File: src/rtl/jogo_pkg.sv
// Shared definitions for the memory-sequence game control unit:
// state codes, which also drive the hex debug display, and the per-state output decode.
package jogo_pkg;

  localparam int unsigned ESTADO_W              = 4;
  localparam int unsigned TIMEOUT_CYCLES_PADRAO = 3000;

  typedef enum logic [ESTADO_W-1:0] {
    INICIAL     = 4'h0,
    PREPARACAO  = 4'h1,
    ESPERA      = 4'h2,
    REGISTRA    = 4'h4,
    COMPARA     = 4'h5,
    PROXIMO     = 4'h6,
    FIM_ACERTO  = 4'hA,
    FIM_TIMEOUT = 4'hD,
    FIM_ERRO    = 4'hE
  } estado_t;

  typedef struct packed {
    logic zera_contagem;
    logic conta_contagem;
    logic zera_registrador;
    logic registra_registrador;
    logic acertou;
    logic errou;
    logic timeout;
    logic pronto;
    logic zera_timer;
    logic conta_timer;
  } saidas_t;

  // Moore decode: every control output is a pure function of the state.
  function automatic saidas_t decodifica(estado_t e);
    saidas_t s;
    s = '0;
    case (e)
      PREPARACAO: begin
        s.zera_contagem    = 1'b1;
        s.zera_registrador = 1'b1;
        s.zera_timer       = 1'b1;
      end
      ESPERA:   s.conta_timer          = 1'b1;
      REGISTRA: s.registra_registrador = 1'b1;
      PROXIMO: begin
        s.conta_contagem = 1'b1;
        s.zera_timer     = 1'b1;
      end
      FIM_ACERTO: begin
        s.acertou = 1'b1;
        s.pronto  = 1'b1;
      end
      FIM_ERRO: begin
        s.errou  = 1'b1;
        s.pronto = 1'b1;
      end
      FIM_TIMEOUT: begin
        s.timeout = 1'b1;
        s.pronto  = 1'b1;
      end
      default: s = '0;
    endcase
    return s;
  endfunction

endpackage

File: src/rtl/contador_timeout.sv
// Inactivity timer: counts while enabled, flags the last allowed cycle and
// saturates there, so it never wraps back into the valid range.
module contador_timeout
  import jogo_pkg::*;
#(
  parameter int unsigned TIMEOUT_CYCLES = TIMEOUT_CYCLES_PADRAO,
  parameter int unsigned TIMER_WIDTH    = 12
) (
  input  logic clock,
  input  logic reset,
  input  logic zera,
  input  logic conta,
  output logic fim
);

  localparam logic [TIMER_WIDTH-1:0] ULTIMO = TIMER_WIDTH'(TIMEOUT_CYCLES - 1);

  logic [TIMER_WIDTH-1:0] valor;

  always_ff @(posedge clock or negedge reset) begin
    if (!reset) begin
      valor <= '0;
    end else if (zera) begin
      valor <= '0;
    end else if (conta && (valor != ULTIMO)) begin
      valor <= valor + 1'b1;
    end
  end

  assign fim = (valor == ULTIMO);

endmodule

File: src/rtl/unidade_controle_jogo.sv
// Control FSM for the memory-sequence game datapath, with a per-play
// inactivity timeout. Outputs are registered alongside the state.
module unidade_controle_jogo
  import jogo_pkg::*;
#(
  parameter int unsigned TIMEOUT_CYCLES = TIMEOUT_CYCLES_PADRAO,
  parameter int unsigned TIMER_WIDTH    = 12
) (
  input  logic                clock,
  input  logic                reset,
  input  logic                iniciar,
  input  logic                jogada,
  input  logic                igual,
  input  logic                fim_contagem,
  output logic                zera_contagem,
  output logic                conta_contagem,
  output logic                zera_registrador,
  output logic                registra_registrador,
  output logic                acertou,
  output logic                errou,
  output logic                timeout,
  output logic                pronto,
  output logic [ESTADO_W-1:0] db_estado
);

  estado_t estado, estado_prox;
  saidas_t saidas;
  logic    fim_timer;

  contador_timeout #(
    .TIMEOUT_CYCLES(TIMEOUT_CYCLES),
    .TIMER_WIDTH   (TIMER_WIDTH)
  ) u_timer (
    .clock(clock),
    .reset(reset),
    .zera (saidas.zera_timer),
    .conta(saidas.conta_timer),
    .fim  (fim_timer)
  );

  always_comb begin
    estado_prox = INICIAL;
    case (estado)
      INICIAL:    estado_prox = iniciar ? PREPARACAO : INICIAL;
      PREPARACAO: estado_prox = ESPERA;
      // A play on the last allowed cycle takes priority over the timeout.
      ESPERA: begin
        if (jogada)         estado_prox = REGISTRA;
        else if (fim_timer) estado_prox = FIM_TIMEOUT;
        else                estado_prox = ESPERA;
      end
      REGISTRA: estado_prox = COMPARA;
      COMPARA: begin
        if (!igual)            estado_prox = FIM_ERRO;
        else if (fim_contagem) estado_prox = FIM_ACERTO;
        else                   estado_prox = PROXIMO;
      end
      PROXIMO:    estado_prox = ESPERA;
      FIM_ACERTO: estado_prox = iniciar ? PREPARACAO : FIM_ACERTO;
      FIM_ERRO:   estado_prox = iniciar ? PREPARACAO : FIM_ERRO;
      FIM_TIMEOUT: estado_prox = iniciar ? PREPARACAO : FIM_TIMEOUT;
      default:    estado_prox = INICIAL;
    endcase
  end

  // Outputs are decoded from the next state so they line up with the state register.
  always_ff @(posedge clock or negedge reset) begin
    if (!reset) begin
      estado <= INICIAL;
      saidas <= '0;
    end else begin
      estado <= estado_prox;
      saidas <= decodifica(estado_prox);
    end
  end

  assign zera_contagem        = saidas.zera_contagem;
  assign conta_contagem       = saidas.conta_contagem;
  assign zera_registrador     = saidas.zera_registrador;
  assign registra_registrador = saidas.registra_registrador;
  assign acertou              = saidas.acertou;
  assign errou                = saidas.errou;
  assign timeout              = saidas.timeout;
  assign pronto               = saidas.pronto;
  assign db_estado            = estado;

endmodule

File: config.mk
export PLATFORM = sky130hd
export DESIGN_NAME = unidade_controle_jogo
export DESIGN_NICKNAME = d
export VERILOG_FILES = /design/src/rtl/jogo_pkg.sv /design/src/rtl/contador_timeout.sv /design/src/rtl/unidade_controle_jogo.sv
export SDC_FILE = /design/constraint.sdc
export NUM_CORES = 1
export LEC_CHECK = 0
export CAP_MARGIN = 10
export CORE_MARGIN = 1.5
export CORE_UTILIZATION = 30
export CTS_BUF_LIST = sky130_fd_sc_hd__clkbuf_8
export DETAILED_ROUTE_END_ITERATION = 8
export MAX_ROUTING_LAYER = met4
export PLACE_DENSITY_LB_ADDON = 0.3
export SLEW_MARGIN = 10
export SYNTH_ARGS = -nofsm -noshare
export SYNTH_HDL_FRONTEND = slang
export SYNTH_HIERARCHICAL = 1
export SYNTH_SLANG_ARGS = --single-unit
export TNS_END_PERCENT = 1
File: constraint.sdc
create_clock -name clock -period 2.51 [get_ports clock]
set_input_delay 0.502 -clock clock [delete_from_list [all_inputs] [get_ports clock]]
set_output_delay 0.502 -clock clock [all_outputs]
set_load 0.1 [all_outputs]
After elaboration in Yosys (flattened, before gate mapping):

Index checks and enable logic that the tools add are counted.

* bits in registers: 25
* latch bits: 0
* RAM bits: 0
* ROM bits: 0
* bits of input ports: 6
* output and inout port bits: 12
* logic and storage cells: 55
* memories: 0

* add/subtract/negate cells: 1
* $mul: 0
* div/mod/pow operators: 0
* magnitude comparators: 0
* equal/unequal tests: 17
* shift operators: 0
* mux-type cells: 20
* bitwise gates (word level): 0
* reduce and logical (&&, ||, !) cells: 6

Operator list (count)
* one-hot mux 4 bit (8 select lines): 1
* 2-to-1 mux 4 bit: 7
* == test 4 bit (second input constant): 6
* 2-to-1 mux 12 bit: 2
* == test 4 x 3 -> 1 bit (second input constant): 5
* adder 12 x 1 -> 12 bit (second input constant): 1
* == test 12 bit (second input constant): 1
* != test 12 bit (second input constant): 1
* 2-to-1 mux 1 bit: 10
* == test 4 x 1 -> 1 bit (second input constant): 2
* == test 4 x 2 -> 1 bit (second input constant): 2
* logical NOT 4 bit: 1
* OR reduction 2 bit: 2
* OR reduction 3 bit: 1
* nonzero test 2 bit: 1
* logical AND 1 bit: 1

Longest topological paths before layout:

* depth after elaboration: 7
* mapped depth: 8
* gate-level depth less buffers: 8

Modules after synthesis:

Netlist, hierarchy kept.

By module, submodules not included
* contador_timeout: times used 1, cells each 72, area an instance 691.9 um^2, seq. area each 300.3 um^2
* unidade_controle_jogo: times used 1, cells each 52, area an instance 585.6 um^2, seq. area each 325.3 um^2

Least setup slack after synthesis:

No wires, ideal clock.

* kind: reg-to-reg
* start point: reg estado[3], in the netlist db_estado[3]
* end point: reg saidas[1] (netlist name)
* library setup time: 0.073 ns
* arrival time: 1.888 ns
* data required time: 2.437 ns
* setup slack: 0.549 ns
* stages on the path, launching flop included: 7
* buffers on the path: 1
* clock period less this slack: 1.961 ns
* path through: dfrtp_1 buf_6 xnor2_1 a22oi_1 o221ai_1 nand2_1 a21oi_2

* longest elaborated chain between the ends: 6
* elaborated cells on any way between the ends: 15

RTL lines
* start, declared: RTL line unidade_controle_jogo.sv:26 `estado_t estado, estado_prox;`
* start signal, assigned: RTL line unidade_controle_jogo.sv:72 `estado <= estado_prox;`
* == test 4 x 3 -> 1 bit or == test 4 x 1 -> 1 bit (tied branches): RTL line unidade_controle_jogo.sv:43 `case (estado)`
* OR reduction 2 bit (no source line)
* one-hot mux 4 bit (8 select lines) (*): RTL line unidade_controle_jogo.sv:43
* via estado_prox[0]: RTL line unidade_controle_jogo.sv:26
* == test 4 x 1 -> 1 bit or == test 4 x 3 -> 1 bit (tied branches): RTL line jogo_pkg.sv:37 `case (e)`
* OR reduction 2 bit (no source line) (*)
* 2-to-1 mux 1 bit (*): RTL line jogo_pkg.sv:37
* end signal, assigned: RTL line unidade_controle_jogo.sv:73 `saidas <= decodifica(estado_prox);`
* end, declared: RTL line unidade_controle_jogo.sv:27 `saidas_t saidas;`

Mark *: on every way through the listed nets, which the timed path passes. The rest lies on a longest branch.
A chain may end at the register's enable or synchronous reset.

Worst setup path in the final report:

* start point: reg u_timer.valor[3]
* end point: reg saidas (netlist bit registra_registrador)

* longest elaborated chain between the ends: 6

RTL lines
* start, declared: RTL line contador_timeout.sv:18 `logic [TIMER_WIDTH-1:0] valor;`
* start signal, assigned: RTL line contador_timeout.sv:26 `valor <= valor + 1'b1;`
* == test 12 bit: RTL line contador_timeout.sv:30 `assign fim = (valor == ULTIMO);`
* via fim_timer: RTL line unidade_controle_jogo.sv:28 `logic fim_timer;`
* 2-to-1 mux 4 bit: RTL line unidade_controle_jogo.sv:49 `else if (fim_timer) estado_prox = FIM_TIMEOUT;`
* 2-to-1 mux 4 bit: RTL line unidade_controle_jogo.sv:48 `if (jogada) estado_prox = REGISTRA;`
* one-hot mux 4 bit (8 select lines): RTL line unidade_controle_jogo.sv:43
* == test 4 x 3 -> 1 bit: RTL line jogo_pkg.sv:37
* 2-to-1 mux 1 bit: RTL line jogo_pkg.sv:37

The timed path passes the listed nets, and every way through them passes these cells.

==> impl_metrics.env <==
export IMPL_clk_latency_ns=0.27
export IMPL_cts_buffer_depth=2
export IMPL_syn_num_nets=132
export IMPL_synth_top_area_frac=0.490
export IMPL_status="completed"
export IMPL_placement_io_buffers=17
export IMPL_worstPathCellList="or3b_4, nor3_1, o21ai_0, and3_4, nor3_1"
export IMPL_maxCapViolCount=0
export IMPL_area_delta_synth_final_pct=18.0
export IMPL_netlist_area_um2=1280
export IMPL_finalWeightedCongestion=0.940
export IMPL_path_buf_inv=0
export IMPL_hold_viol_final=0
export IMPL_synth_edf_count=0
export IMPL_grt_usage=0.134
export IMPL_hold_path_class="in -> async"
export IMPL_cts_tree="done"
export IMPL_via_per_inst=5.28
export IMPL_die_area_um2=4660
export IMPL_fp_dieH_um=68.3
export IMPL_cts_buffers=3
export IMPL_synth_commonest_cells="dfrtp_1, nor2_1, a21oi_1, nand2_1"
export IMPL_yosysMostFrequentCell="dfrtp_1"
export IMPL_clock_fmax_mhz=480
export IMPL_drtPass1Iterations=4
export IMPL_slowest_delay_ns=0.47
export IMPL_fin_ws_ns=0.426
export IMPL_drt_total_wl_mm=2.75
export IMPL_rsz0062_at_grt="false"
export IMPL_nets=151
export IMPL_worst_path_max_fanout=6
export IMPL_synth_warnings=6
export IMPL_ant_nets=0
export IMPL_arrival_ns=2.27
export IMPL_peakVddDrop_v=0.000684
export IMPL_slew_headroom=0.627
export IMPL_synth_largest_area_cell="dfrtp_1"
export IMPL_clock_sinks=25
export IMPL_cp_required_ns=2.69
export IMPL_rows=23
export IMPL_finalCritPeriodShare=0.830
export IMPL_grt_pass1_wl_mm=4.61
export IMPL_powerDensity_nw_per_um2=1110
export IMPL_clockRootBuffer="clkbuf_8"
export IMPL_cts_setup_buffers=0
export IMPL_wl_per_cell_um=14.3
export IMPL_slew_viol_final=0
export IMPL_synthTopCellsByArea="dfrtp_1, a21oi_1, nor2_1"
export IMPL_die_w_um=68.3
export IMPL_grt_max_degree=26
export IMPL_dp_hpwl_mm=1.95
export IMPL_critical_path_top_delay_family="simple AND/OR/NAND/NOR gates"
export IMPL_drive_gt1_frac=0.225
export IMPL_p_leak_nw=0.667
export IMPL_finClkSkew_ns=0.00700
export IMPL_nFillCells=422
export IMPL_critPathCaptureType="flip-flop"
export IMPL_grt_pass1_vias=994
export IMPL_start_kind="flip-flop"
export IMPL_post_place_ws_ns=0.447
export IMPL_antenna_cells=0
export IMPL_synthCells=124
export IMPL_synthFlopType="dfrtp_1"
export IMPL_setup_viol=0
export IMPL_finalCriticalPeriod_ns=2.08
export IMPL_yosysUniqueCellTypes=49
export IMPL_tns_ns=0
export IMPL_start_util=0.315
export IMPL_crit_slowest_cell="dfrtp_1"
export IMPL_drt_iter0_drc=88
export IMPL_drc=0
export IMPL_critPathKind="reg -> reg"
export IMPL_worst_path_most_repeated_cell="nor3_1"
export IMPL_async_flop_share=1.00
export IMPL_grt_overflow=0
export IMPL_avgSynthCellArea_um2=10.3
export IMPL_core_area_um2=4060
export IMPL_antenna_found_initial=0
export IMPL_cts_htree_levels=1
export IMPL_ys_seq_area_frac=0.490
export IMPL_tightest_slew_ns=0.555
export IMPL_io_pins=18
export IMPL_ys_ff_latch=25
export IMPL_clk_pin_slew_ns=0.10
export IMPL_holdBufCountCts=0
export IMPL_vias=1013
export IMPL_cts_resized=0
## placed cells by master, fill, tap and decap left out, types with 3 or more instances in the layout
cell	instances
o21ai_0	5
inv_1	5
o31ai_1	4
buf_4	13
nor2_1	9
clkbuf_8	3
nand3_1	5
nand2b_1	4
clkdlybuf4s50_1	5
or4_1	4
a21oi_1	8
nand2_1	6
dfrtp_1	25
## through the flow
stage               hold slack [ns]  instance area [um^2]   util  cells  total power, mW
floorplan                     0.206                  1280      -    124             1.26
global placement              0.563                  1460  0.359    188             1.41
detailed placement            0.568                  1460  0.359    188             1.43
CTS                           0.586                  1510  0.372    192             1.69
global route                  0.617                  1510  0.372    192             1.77
finish                        0.582                  1510  0.372    192             1.68
## layer usage
layer | wire (um) | global-route usage | vias to the layer above | part of all wire
met4 | 0 | 0.0225 | 0 | 0
met5 | 0 | - | - | 0
met1 | 1300 | 0.165 | 497 | 0.47
li1 | - | - | 490 | -
met3 | 111 | 0.0329 | 0 | 0.040
met2 | 1340 | 0.225 | 26 | 0.49
## power by group
| part | switching [mW] | internal (mW) |
|---|---|---|
| Combinational | 0.593 | 0.220 |
| Clock | 0.139 | 0.116 |
| Sequential | 0.128 | 0.481 |
## final timing paths
check	end	depth (start not counted)	slack [ns]	from
max in group asynchronous	u_timer/valor[0]$_DFFE_PN0P_	2	1.68	reset
min reg2reg	u_timer/valor[7]$_DFFE_PN0P_	2	0.59	u_timer/valor[7]$_DFFE_PN0P_
max	registra_registrador$_DFF_PN0_	5	0.43	u_timer/valor[3]$_DFFE_PN0P_
min	db_estado[1]$_DFF_PN0_	2	0.58	reset
max reg2reg	registra_registrador$_DFF_PN0_	5	0.43	u_timer/valor[3]$_DFFE_PN0P_
min in group clock	u_timer/valor[7]$_DFFE_PN0P_	2	0.59	u_timer/valor[7]$_DFFE_PN0P_
## sequential cells by signal (all words and copies together), names as in the netlist
name,flops
u_timer/valor,12
db_estado,4
registra_registrador,1
conta_contagem,1
pronto,1
timeout,1
acertou,1
saidas,2
zera_registrador,1
errou,1
## layout make-up
cell class	instances	area, um^2	area share
repair buffers	18	148	0.0979
well taps	50	62.6	0.0415
multi-input cells	87	587	0.389
inverters	8	35.0	0.0232
clock buffers	3	41.3	0.0274
clock inverters	1	8.76	0.00581
flip-flops and latches	25	626	0.415
## cell families after synthesis
family / share of synthesized area
and+or+nand+nor: 0.266
adders and majority gates: 0.0196
DFF: 0.490
AOI/OAI and AO/OA: 0.134
muxes: 0.0255
xor gates and xnor gates: 0.0137
buffers and inverters: 0.0509
No activity file was read; power rests on OpenSTA's default activity.
